===== config.mk =====
export PLATFORM = sky130hd
export DESIGN_NAME = control_unit_flat
export DESIGN_NICKNAME = d
export VERILOG_FILES = /design/src/rtl/control_unit_if.sv /design/src/rtl/control_unit.sv /design/src/flat_wrapper.sv
export SDC_FILE = /design/constraint.sdc
export NUM_CORES = 1
export LEC_CHECK = 0
export ABC_AREA = 1
export ABC_CLOCK_PERIOD_IN_PS = 2650
export CAP_MARGIN = 20
export CORE_MARGIN = 5
export CORE_UTILIZATION = 65
export CTS_CLUSTER_DIAMETER = 60
export DETAILED_ROUTE_END_ITERATION = 10
export DONT_BUFFER_PORTS = 1
export PLACE_DENSITY = 0.88
export SYNTH_ARGS = -nofsm -noshare
export SYNTH_HDL_FRONTEND = slang
export SYNTH_SLANG_ARGS = --single-unit

===== constraint.sdc =====
create_clock -name Clock -period 2.65 [get_ports Clock]
set_input_delay 0.265 -clock Clock [delete_from_list [all_inputs] [get_ports Clock]]
set_output_delay 0.265 -clock Clock [all_outputs]
set_load 0.005 [all_outputs]

===== src/rtl/control_unit_if.sv =====
// Control-unit <-> datapath bundle: instruction/condition inputs to the sequencer
// and every datapath control strobe it produces. The Stop pause request exists
// only when CU_STOP_EN is defined.
interface control_unit_if;
  logic [31:0] IR;
  logic        CON_FF;
`ifdef CU_STOP_EN
  logic        Stop;
`endif
  logic [4:0]  opcode;
  logic        Run;
  logic Read, Write, IncPC, Gra, Grb, Grc, Rin, Rout, BAout, Cout;
  logic HIin, LOin, Yin, Zin, PCin, IRin, MARin, MDRin, Outportin, CONin;
  logic HIout, LOout, Zhighout, Zlowout, PCout, MDRout, Inportout;

  // Sequencer side: consumes IR/CON_FF (and Stop), drives all strobes.
  modport master (
    input  IR, CON_FF,
`ifdef CU_STOP_EN
    input  Stop,
`endif
    output opcode, Run,
    output Read, Write, IncPC, Gra, Grb, Grc, Rin, Rout, BAout, Cout,
    output HIin, LOin, Yin, Zin, PCin, IRin, MARin, MDRin, Outportin, CONin,
    output HIout, LOout, Zhighout, Zlowout, PCout, MDRout, Inportout
  );

  // Datapath side: supplies IR/CON_FF (and Stop), obeys the strobes.
  modport slave (
    output IR, CON_FF,
`ifdef CU_STOP_EN
    output Stop,
`endif
    input  opcode, Run,
    input  Read, Write, IncPC, Gra, Grb, Grc, Rin, Rout, BAout, Cout,
    input  HIin, LOin, Yin, Zin, PCin, IRin, MARin, MDRin, Outportin, CONin,
    input  HIout, LOout, Zhighout, Zlowout, PCout, MDRout, Inportout
  );
endinterface


===== src/rtl/control_unit.sv =====
// Hardwired control sequencer: RESET, fetch T0-T2, execute T3-T7, HALT.
// Strobes are a Moore decode of the state register and IR[31:27].
// Optional feature macro: CU_STOP_EN (adds Stop input and a WAIT pause state).
module control_unit #(
  parameter int             OPW    = 5,
  parameter logic [OPW-1:0] ADD_OP = 5'b00011
) (
  input  logic           Clock,
  input  logic           clear,
  control_unit_if.master cu
);

  localparam logic [OPW-1:0] OP_LD   = 5'b00000;
  localparam logic [OPW-1:0] OP_LDI  = 5'b00001;
  localparam logic [OPW-1:0] OP_ST   = 5'b00010;
  localparam logic [OPW-1:0] OP_ADD  = 5'b00011;
  localparam logic [OPW-1:0] OP_ORI  = 5'b01101;
  localparam logic [OPW-1:0] OP_ADDI = 5'b01011;
  localparam logic [OPW-1:0] OP_MUL  = 5'b01110;
  localparam logic [OPW-1:0] OP_DIV  = 5'b01111;
  localparam logic [OPW-1:0] OP_NEG  = 5'b10000;
  localparam logic [OPW-1:0] OP_NOT  = 5'b10001;
  localparam logic [OPW-1:0] OP_BR   = 5'b10010;
  localparam logic [OPW-1:0] OP_JR   = 5'b10011;
  localparam logic [OPW-1:0] OP_IN   = 5'b10101;
  localparam logic [OPW-1:0] OP_OUT  = 5'b10110;
  localparam logic [OPW-1:0] OP_MFHI = 5'b10111;
  localparam logic [OPW-1:0] OP_MFLO = 5'b11000;
  localparam logic [OPW-1:0] OP_HALT = 5'b11010;

  typedef enum logic [3:0] {
    S_RESET = 4'd0, S_T0 = 4'd1, S_T1 = 4'd2, S_T2 = 4'd3, S_T3 = 4'd4,
    S_T4 = 4'd5, S_T5 = 4'd6, S_T6 = 4'd7, S_T7 = 4'd8, S_HALT = 4'd9
`ifdef CU_STOP_EN
    , S_WAIT = 4'd10
`endif
  } state_e;

  state_e         state_q, state_d, done_s;
  logic [OPW-1:0] op_s;
  logic [2:0]     last_s;

  // Final T-step of each instruction class; 2 means no execute phase.
  function automatic logic [2:0] last_step(input logic [OPW-1:0] op);
    logic [2:0] s;
    case (op) inside
      OP_LD, OP_ST:                           s = 3'd7;
      OP_LDI:                                 s = 3'd5;
      [OP_ADD:OP_ORI]:                        s = 3'd5;
      OP_MUL, OP_DIV, OP_BR:                  s = 3'd6;
      OP_NEG, OP_NOT:                         s = 3'd4;
      OP_JR, OP_IN, OP_OUT, OP_MFHI, OP_MFLO: s = 3'd3;
      default:                                s = 3'd2;
    endcase
    return s;
  endfunction

  assign op_s   = cu.IR[31 -: OPW];
  assign last_s = last_step(op_s);

  // State register; clear abandons any in-flight instruction immediately.
  always_ff @(posedge Clock or negedge clear) begin
    if (!clear) state_q <= S_RESET;
    else        state_q <= state_d;
  end

  // Next-state: step through fetch, run execute up to the class's last step.
  always_comb begin
`ifdef CU_STOP_EN
    done_s = cu.Stop ? S_WAIT : S_T0;
`else
    done_s = S_T0;
`endif
    state_d = state_q;
    case (state_q)
      S_RESET: state_d = S_T0;
      S_T0:    state_d = S_T1;
      S_T1:    state_d = S_T2;
      S_T2:    state_d = (op_s == OP_HALT) ? S_HALT :
                         (last_s <= 3'd2)  ? done_s : S_T3;
      S_T3:    state_d = (last_s <= 3'd3) ? done_s : S_T4;
      S_T4:    state_d = (last_s <= 3'd4) ? done_s : S_T5;
      S_T5:    state_d = (last_s <= 3'd5) ? done_s : S_T6;
      S_T6:    state_d = (last_s <= 3'd6) ? done_s : S_T7;
      S_T7:    state_d = done_s;
      S_HALT:  state_d = S_HALT;
`ifdef CU_STOP_EN
      S_WAIT:  state_d = cu.Stop ? S_WAIT : S_T0;
`endif
      default: state_d = S_RESET;
    endcase
  end

  // Strobe decode from state and opcode; everything idles low by default.
  always_comb begin
    cu.opcode = ADD_OP;
    cu.Run    = (state_q inside {S_T0, S_T1, S_T2, S_T3, S_T4, S_T5, S_T6, S_T7});
    cu.Read = 1'b0; cu.Write = 1'b0; cu.IncPC = 1'b0; cu.Gra = 1'b0; cu.Grb = 1'b0;
    cu.Grc = 1'b0; cu.Rin = 1'b0; cu.Rout = 1'b0; cu.BAout = 1'b0; cu.Cout = 1'b0;
    cu.HIin = 1'b0; cu.LOin = 1'b0; cu.Yin = 1'b0; cu.Zin = 1'b0; cu.PCin = 1'b0;
    cu.IRin = 1'b0; cu.MARin = 1'b0; cu.MDRin = 1'b0; cu.Outportin = 1'b0;
    cu.CONin = 1'b0; cu.HIout = 1'b0; cu.LOout = 1'b0; cu.Zhighout = 1'b0;
    cu.Zlowout = 1'b0; cu.PCout = 1'b0; cu.MDRout = 1'b0; cu.Inportout = 1'b0;
    case (state_q)
      S_T0: begin cu.PCout = 1'b1; cu.MARin = 1'b1; cu.IncPC = 1'b1; cu.Zin = 1'b1; end
      S_T1: begin cu.Zlowout = 1'b1; cu.PCin = 1'b1; cu.Read = 1'b1; cu.MDRin = 1'b1; end
      S_T2: begin cu.MDRout = 1'b1; cu.IRin = 1'b1; end
      S_T3: begin
        case (op_s) inside
          [OP_ADD:OP_ORI]:      begin cu.Grb = 1'b1; cu.Rout = 1'b1; cu.Yin = 1'b1; end
          OP_MUL, OP_DIV:       begin cu.Gra = 1'b1; cu.Rout = 1'b1; cu.Yin = 1'b1; end
          OP_NEG, OP_NOT:       begin cu.Grb = 1'b1; cu.Rout = 1'b1; cu.Zin = 1'b1;
                                      cu.opcode = op_s; end
          OP_LD, OP_LDI, OP_ST: begin cu.Grb = 1'b1; cu.BAout = 1'b1; cu.Yin = 1'b1; end
          OP_BR:   begin cu.Gra = 1'b1; cu.Rout = 1'b1; cu.CONin = 1'b1; end
          OP_JR:   begin cu.Gra = 1'b1; cu.Rout = 1'b1; cu.PCin = 1'b1; end
          OP_IN:   begin cu.Inportout = 1'b1; cu.Gra = 1'b1; cu.Rin = 1'b1; end
          OP_OUT:  begin cu.Gra = 1'b1; cu.Rout = 1'b1; cu.Outportin = 1'b1; end
          OP_MFHI: begin cu.HIout = 1'b1; cu.Gra = 1'b1; cu.Rin = 1'b1; end
          OP_MFLO: begin cu.LOout = 1'b1; cu.Gra = 1'b1; cu.Rin = 1'b1; end
          default: ;
        endcase
      end
      S_T4: begin
        case (op_s) inside
          [OP_ADD:5'b01010]:    begin cu.Grc = 1'b1; cu.Rout = 1'b1; cu.Zin = 1'b1;
                                      cu.opcode = op_s; end
          [OP_ADDI:OP_ORI]:     begin cu.Cout = 1'b1; cu.Zin = 1'b1; cu.opcode = op_s; end
          OP_MUL, OP_DIV:       begin cu.Grb = 1'b1; cu.Rout = 1'b1; cu.Zin = 1'b1;
                                      cu.opcode = op_s; end
          OP_NEG, OP_NOT:       begin cu.Zlowout = 1'b1; cu.Gra = 1'b1; cu.Rin = 1'b1; end
          OP_LD, OP_LDI, OP_ST: begin cu.Cout = 1'b1; cu.Zin = 1'b1; end
          OP_BR:                begin cu.PCout = 1'b1; cu.Yin = 1'b1; end
          default: ;
        endcase
      end
      S_T5: begin
        case (op_s) inside
          [OP_ADD:OP_ORI], OP_LDI: begin cu.Zlowout = 1'b1; cu.Gra = 1'b1; cu.Rin = 1'b1; end
          OP_MUL, OP_DIV:          begin cu.Zlowout = 1'b1; cu.LOin = 1'b1; end
          OP_LD, OP_ST:            begin cu.Zlowout = 1'b1; cu.MARin = 1'b1; end
          OP_BR:                   begin cu.Cout = 1'b1; cu.Zin = 1'b1; end
          default: ;
        endcase
      end
      S_T6: begin
        case (op_s)
          OP_MUL, OP_DIV: begin cu.Zhighout = 1'b1; cu.HIin = 1'b1; end
          OP_LD:          begin cu.Read = 1'b1; cu.MDRin = 1'b1; end
          OP_ST:          begin cu.Gra = 1'b1; cu.Rout = 1'b1; cu.MDRin = 1'b1; end
          // Only strobe that follows CON_FF: conditional PC load.
          OP_BR:          begin cu.Zlowout = 1'b1; cu.PCin = cu.CON_FF; end
          default: ;
        endcase
      end
      S_T7: begin
        case (op_s)
          OP_LD:   begin cu.MDRout = 1'b1; cu.Gra = 1'b1; cu.Rin = 1'b1; end
          OP_ST:   cu.Write = 1'b1;
          default: ;
        endcase
      end
      default: ;
    endcase
  end

endmodule


===== src/flat_wrapper.sv =====
// flat-port wrapper written by rule: the top's interface ports become plain ports
module control_unit_flat 
#(
  parameter int             OPW    = 5,
  parameter logic [OPW-1:0] ADD_OP = 5'b00011
)
  (Clock, clear, cu_IR, cu_CON_FF, cu_opcode, cu_Run, cu_Read, cu_Write, cu_IncPC, cu_Gra, cu_Grb, cu_Grc, cu_Rin, cu_Rout, cu_BAout, cu_Cout, cu_HIin, cu_LOin, cu_Yin, cu_Zin, cu_PCin, cu_IRin, cu_MARin, cu_MDRin, cu_Outportin, cu_CONin, cu_HIout, cu_LOout, cu_Zhighout, cu_Zlowout, cu_PCout, cu_MDRout, cu_Inportout);
  control_unit_if cu_i ();
  input  logic Clock;
  input  logic clear;
  input wire logic [$bits(cu_i.IR)-1:0] cu_IR;
  input wire logic [$bits(cu_i.CON_FF)-1:0] cu_CON_FF;
  output wire logic [$bits(cu_i.opcode)-1:0] cu_opcode;
  output wire logic [$bits(cu_i.Run)-1:0] cu_Run;
  output wire logic [$bits(cu_i.Read)-1:0] cu_Read;
  output wire logic [$bits(cu_i.Write)-1:0] cu_Write;
  output wire logic [$bits(cu_i.IncPC)-1:0] cu_IncPC;
  output wire logic [$bits(cu_i.Gra)-1:0] cu_Gra;
  output wire logic [$bits(cu_i.Grb)-1:0] cu_Grb;
  output wire logic [$bits(cu_i.Grc)-1:0] cu_Grc;
  output wire logic [$bits(cu_i.Rin)-1:0] cu_Rin;
  output wire logic [$bits(cu_i.Rout)-1:0] cu_Rout;
  output wire logic [$bits(cu_i.BAout)-1:0] cu_BAout;
  output wire logic [$bits(cu_i.Cout)-1:0] cu_Cout;
  output wire logic [$bits(cu_i.HIin)-1:0] cu_HIin;
  output wire logic [$bits(cu_i.LOin)-1:0] cu_LOin;
  output wire logic [$bits(cu_i.Yin)-1:0] cu_Yin;
  output wire logic [$bits(cu_i.Zin)-1:0] cu_Zin;
  output wire logic [$bits(cu_i.PCin)-1:0] cu_PCin;
  output wire logic [$bits(cu_i.IRin)-1:0] cu_IRin;
  output wire logic [$bits(cu_i.MARin)-1:0] cu_MARin;
  output wire logic [$bits(cu_i.MDRin)-1:0] cu_MDRin;
  output wire logic [$bits(cu_i.Outportin)-1:0] cu_Outportin;
  output wire logic [$bits(cu_i.CONin)-1:0] cu_CONin;
  output wire logic [$bits(cu_i.HIout)-1:0] cu_HIout;
  output wire logic [$bits(cu_i.LOout)-1:0] cu_LOout;
  output wire logic [$bits(cu_i.Zhighout)-1:0] cu_Zhighout;
  output wire logic [$bits(cu_i.Zlowout)-1:0] cu_Zlowout;
  output wire logic [$bits(cu_i.PCout)-1:0] cu_PCout;
  output wire logic [$bits(cu_i.MDRout)-1:0] cu_MDRout;
  output wire logic [$bits(cu_i.Inportout)-1:0] cu_Inportout;
  assign cu_i.IR = cu_IR;
  assign cu_i.CON_FF = cu_CON_FF;
  assign cu_opcode = cu_i.opcode;
  assign cu_Run = cu_i.Run;
  assign cu_Read = cu_i.Read;
  assign cu_Write = cu_i.Write;
  assign cu_IncPC = cu_i.IncPC;
  assign cu_Gra = cu_i.Gra;
  assign cu_Grb = cu_i.Grb;
  assign cu_Grc = cu_i.Grc;
  assign cu_Rin = cu_i.Rin;
  assign cu_Rout = cu_i.Rout;
  assign cu_BAout = cu_i.BAout;
  assign cu_Cout = cu_i.Cout;
  assign cu_HIin = cu_i.HIin;
  assign cu_LOin = cu_i.LOin;
  assign cu_Yin = cu_i.Yin;
  assign cu_Zin = cu_i.Zin;
  assign cu_PCin = cu_i.PCin;
  assign cu_IRin = cu_i.IRin;
  assign cu_MARin = cu_i.MARin;
  assign cu_MDRin = cu_i.MDRin;
  assign cu_Outportin = cu_i.Outportin;
  assign cu_CONin = cu_i.CONin;
  assign cu_HIout = cu_i.HIout;
  assign cu_LOout = cu_i.LOout;
  assign cu_Zhighout = cu_i.Zhighout;
  assign cu_Zlowout = cu_i.Zlowout;
  assign cu_PCout = cu_i.PCout;
  assign cu_MDRout = cu_i.MDRout;
  assign cu_Inportout = cu_i.Inportout;
  control_unit #(.OPW(OPW), .ADD_OP(ADD_OP)) u_core (.Clock(Clock), .clear(clear), .cu(cu_i));
endmodule

After elaboration in Yosys (flattened, before gate mapping)
Cells that the tools add are included.

word-level totals
  flip-flop bits (word level) = 4
  bits in latches = 0
  RAM bits = 0
  bits in read-only memories = 0
  output and inout port bits = 33
  logic and storage cells = 198
  memories = 0

cells by class
  $add $sub $neg = 0
  multiply operators = 0
  div/mod/pow operators = 0
  $lt $le $gt $ge = 9
  eq/ne operators = 22
  shifts and indexed selects = 0
  multiplexer cells = 152
  bitwise logic cells = 0
  reduce and logical (&&, ||, !) cells = 14

operator list
  operator                                                                              number
  1-bit 2-to-1 mux                                                                      119
  5-bit equality test (second input constant)                                           9
  4-bit one-hot mux with 9 select lines                                                 1
  5-bit 2-to-1 mux                                                                      6
  3-bit 2-to-1 mux                                                                      9
  4-bit by 3-bit equality test with 1-bit output (second input constant)                4
  1-bit one-hot mux with 2 select lines                                                 8
  1-bit one-hot mux with 4 select lines                                                 3
  5-bit by 4-bit equality test with 1-bit output (second input constant)                2
  5-bit by 4-bit <= comparator with 1-bit output (second input constant)                2
  5-bit one-hot mux with 2 select lines                                                 1
  2-bit OR reduction                                                                    5
  3-bit <= comparator (second input constant)                                           3
  4-bit by 2-bit equality test with 1-bit output (second input constant)                2
  4-bit equality test (second input constant)                                           2
  4-bit 2-to-1 mux                                                                      2
  8-bit nonzero test                                                                    1
  3-bit by 2-bit <= comparator with 1-bit output (second input constant)                2
  1-bit one-hot mux with 3 select lines                                                 2
  3-bit OR reduction                                                                    2
  5-bit by 1-bit equality test with 1-bit output (second input constant)                1
  5-bit by 2-bit equality test with 1-bit output (second input constant)                1
  5-bit by 2-bit greater-or-equal comparator with 1-bit output (second input constant)  1
  5-bit by 4-bit greater-or-equal comparator with 1-bit output (second input constant)  1
  other kinds (6)                                                                       8

Logic depth before layout (Yosys ltp)
  word-level depth = 12
  depth in mapped cells = 9
  mapped depth without buffers = 9

Worst setup path before layout
Ideal clock, no wire load.

  path kind = input -> output
  start point = input port cu_IR[31]
  end point = output port cu_Zhighout
  data arrival time = 1135 ps
  data required time = 2385 ps
  path slack = 1250 ps
  stages = 6
  buffers on the path = 3
  cell sequence = buf_2 -> buf_2 -> nor2_2 -> inv_1 -> nor2_1 -> buf_4

on the way
  cells in the longest elaborated chain, start to end = 4
  elaborated cells on any way between the ends = 5
  those cells by class = 2 x eq/ne; 2 x mux; 1 x reduce/logical

RTL lines
  item                                            line                text
  start: declaration                              flat_wrapper.sv:11  input wire logic [$bits(cu_i.IR)-1:0] cu_IR;
  5-bit by 4-bit equality test with 1-bit output  n/a
  2-bit OR reduction (*)                          n/a
  1-bit 2-to-1 mux (*) (2 in series)              n/a
  end: declaration                                flat_wrapper.sv:37  output wire logic [$bits(cu_i.Zhighout)-1:0] cu_Zhighout;

Every way passes the cells marked *; elsewhere a longest branch is shown, timed or not.

Final worst setup path
  start point = register u_core.state_q[1]
  end point = output port cu_PCin

on the way
  cells in the longest elaborated chain, start to end = 2
  elaborated cells on any way between the ends = 4
  those cells by class = 3 x eq/ne; 1 x mux

RTL lines
  item                                                                                                                     line                 text
  start: declaration                                                                                                       control_unit.sv:39   state_e state_q, state_d, done_s;
  start signal: assignment                                                                                                 control_unit.sv:64   else state_q <= state_d;
  4-bit by 3-bit equality test with 1-bit output / 4-bit by 2-bit equality test with 1-bit output (equally long branches)  control_unit.sv:104  case (state_q)
  1-bit one-hot mux with 3 select lines (*)                                                                                control_unit.sv:104
  end: declaration                                                                                                         flat_wrapper.sv:29   output wire logic [$bits(cu_i.PCin)-1:0] cu_PCin;

Marks and branches as above.

==> summary.md <==
### Placed design
• Cells after DPL: 181
• half-perimeter wire length after placement: 2.205 mm
• pre-CTS setup slack: 0.9930 ns
• final weighted congestion of routability-driven global placement: 0.9081
• PortBufs: 0

### Finish
• number of diodes: 0
• Reg with most FFs: u_core.state_q
• number of nets in the finished design: 207
• flip-flop count of the largest register, all copies and words added: 4
• biggest regs: u_core.state_q: 4 flops
• P&R area growth vs syn: 2.060%
• top library cells by usage in the layout, fill and taps aside: 44 x nand2_1, 25 x nor2_1, 17 x inv_1
• most common cell after layout, fill and taps aside: nand2_1
• fraction of final layout cells with drive strength greater than 1: 16.47%
• post-route insts no fill: 185

### Logic synthesis
• share of the yosys chip area belonging to registers: 10.99%
• Synthesized Nets: 206
• top_reg_cell synth: dfrtp_1
• asr flop ratio synth: 100.0%
• biggest area consumer among synthesized cells: nand2_1
• Synthesis Warnings: 0
• post-synthesis sequential element count: 4
• Yosys top cell area share: 18.13%
• number of distinct library cells after synthesis: 24
• Post-Syn Instances: 171
• count of flip-flops with a built-in enable after synthesis: 0
• synthesized area: 910.9 um^2
• main area contributors after synthesis: nand2_1 18%, dfrtp_1 11%, nor2_1 10%
• post-synthesis average cell area: 5.327 um^2

### Clock tree
• clock tree from TritonCTS: built
• H-tree lvl count: 1
• clock edge transition at the registers on the reported setup and hold paths: 0.04 ns
• setup fix buffers added after clock tree synthesis: 0
• CTS Buffer Depth: 2
• Clock Sinks: 4
• Clock Tree Root: clkbuf_4
• Inserted Clock Buffers: 3
• clock latency at the later pin of the worst-skew pair: 0.24 ns

### Power
• P_leak: 0.0004461 uW
• worst-case vdd ir drop: 303.3 uV
• cell area power density: 571.6 nW/um^2
• sum of internal, switching and leakage power: 531.4 uW

### Timing
• total count of hold-check failures in the final report: 0
• slew of the pin with the lowest slew margin: 0.3891 ns
• number of pins exceeding their max-slew limit in the final report: 0
• Min Clock Period, post-route: 1.950 ns
• final period utilization: 73.57%
• number of setup violations in the final report: 0
• setup repair after global routing missed its margin: no
• post-route setup TNS: 0 ns
• Clock Skew: 0.002276 ns
• Max Fclk: 512.9 MHz
• post-route setup slack: 0.7004 ns
• Max-slew headroom: 73.92%

### Routing
• ratio of routed vias to standard cells: 6.470
• routed length per instance: 15.59 um
• number of vias after detailed routing: 1,197
• Post-route DRC: 0
• Routed WL: 2.885 mm
• antenna-violating nets left: 0
• initial drt markers: 57
• detailed-router iteration count before antenna repair: 5

### Critical path
• maximum fanout encountered on the critical timing path: 8
• Worst EP required: 2.38 ns
• worst endpoint data arrival time: 1.68 ns
• crit path max-delay cell type: dfrtp_1
• type of origin of the critical path: register
• largest incremental delay on the critical path: 0.44 ns
• sort of element at the end of the critical path: primary output
• Crit Path Category: register to primary output
• list of cells traversed by the critical path: inv_2 > nand2_1 > nor2_2 > inv_1 > o211ai_1

### GRT
• total global routing track utilization: 27.42%
• number of antenna violations at the first check in global routing: 0
• vias in the first global route: 1,059
• pin count of the biggest net entering global routing: 20
• first-pass GRT wire length: 4.478 mm
• gr ovfl total: 0

### Flow run
• count of max-cap constraint violations: 0

### Floorplan
• floorplan die area: 2250 um^2
• core area: 1318 um^2
• ports placed on the boundary: 68
• row count: 13
• die outline height: 47.44 um
• effective utilization at floorplan: 69.14%
• die span in x: 47.44 um

### Status
• run status: complete, no violations

### Min path
• type of the most critical hold path: input pin to register

-- synthesized netlist by cell type, types with 4 or more instances --
cell type	number
nor2_1	25
o21ai_0	7
nand4_1	8
o21ai_1	5
nand3_1	16
nor3_1	8
nand2_1	44
dfrtp_1	4
inv_1	17
inv_2	9
-- routing by layer --
layer  track usage (%)  routed length, um  vias to the layer above
li1                  -                  -                      562
met1             33.56               1077                      536
met2             46.52               1409                       89
met3             5.639                340                       10
met4             11.05                 57                        0
met5                 0                  0                        -
-- stage by stage --
| stage | util, % | cell area (um^2) | hold slack (ns) |
|---|---|---|---|
| final | 70.56 | 929.6 | 0.2794 |
| after global routing | 70.56 | 929.6 | 0.2718 |
| after CTS | 70.56 | 929.6 | 0.2733 |
| after detailed placement | 68.09 | 897.1 | -0.03052 |
| after global placement | 68.09 | 897.1 | -0.03052 |
| after floorplan | - | 910.9 | -0.03059 |
-- where the power goes --
group,internal [uW],switching [uW]
Clock,50.7,24.9
Combinational,95.4,246
Sequential,83.3,30.8
Total,229,302
-- worst max-delay path, delay by kind of cell (launching register included) --
| kind | cells | cell delay [ns] |
|---|---|---|
| simple gates | 2 | 0.41 |
| buf+inv | 2 | 0.32 |
| compound gates | 1 | 0.28 |
| flops | 1 | 0.44 |
-- final cells by class --
class / count / area [um^2]
fill: 124 / 387.9
sequential: 4 / 100.1
inverter: 26 / 97.59
timing repair buffer: 1 / 10.01
clock buffer: 3 / 22.52
multi-input combinational: 136 / 680.7
tap: 15 / 18.77
-- logic make-up after synthesis --
kind of cell | Yosys count | share of synthesized area [%]
AO/OA/AOI/OAI | 19 | 11.68
buffers and inverters | 31 | 14.29
flip-flops | 4 | 10.99
AND/OR/NAND/NOR | 117 | 63.05
-- timing repair --
item / 4_1_cts / 5_1_grt
hold endpoints to repair: 4 / 0
endpoints found under the setup margin: 0 / 0
resized for setup: 0 / 0
hold buffers: 1 / 0
-- worst paths after layout --
| kind | start | to | slack, ns | cells after the start |
|---|---|---|---|---|
| worst min register to register | u_core.state_q[3]$_DFF_PN0_ | u_core.state_q[0]$_DFF_PN0_ | 0.69 | 4 |
| max in group asynchronous | clear | u_core.state_q[0]$_DFF_PN0_ | 2.19 | 1 |
| worst min-delay path | cu_IR[31] | u_core.state_q[3]$_DFF_PN0_ | 0.28 | 2 |
| worst max register to register | u_core.state_q[1]$_DFF_PN0_ | u_core.state_q[2]$_DFF_PN0_ | 1.12 | 7 |
| min in group asynchronous | clear | u_core.state_q[2]$_DFF_PN0_ | 0.30 | 1 |
| worst max-delay path | u_core.state_q[1]$_DFF_PN0_ | cu_PCin | 0.70 | 5 |
Note: power is estimated with default switching activity, not from simulation.
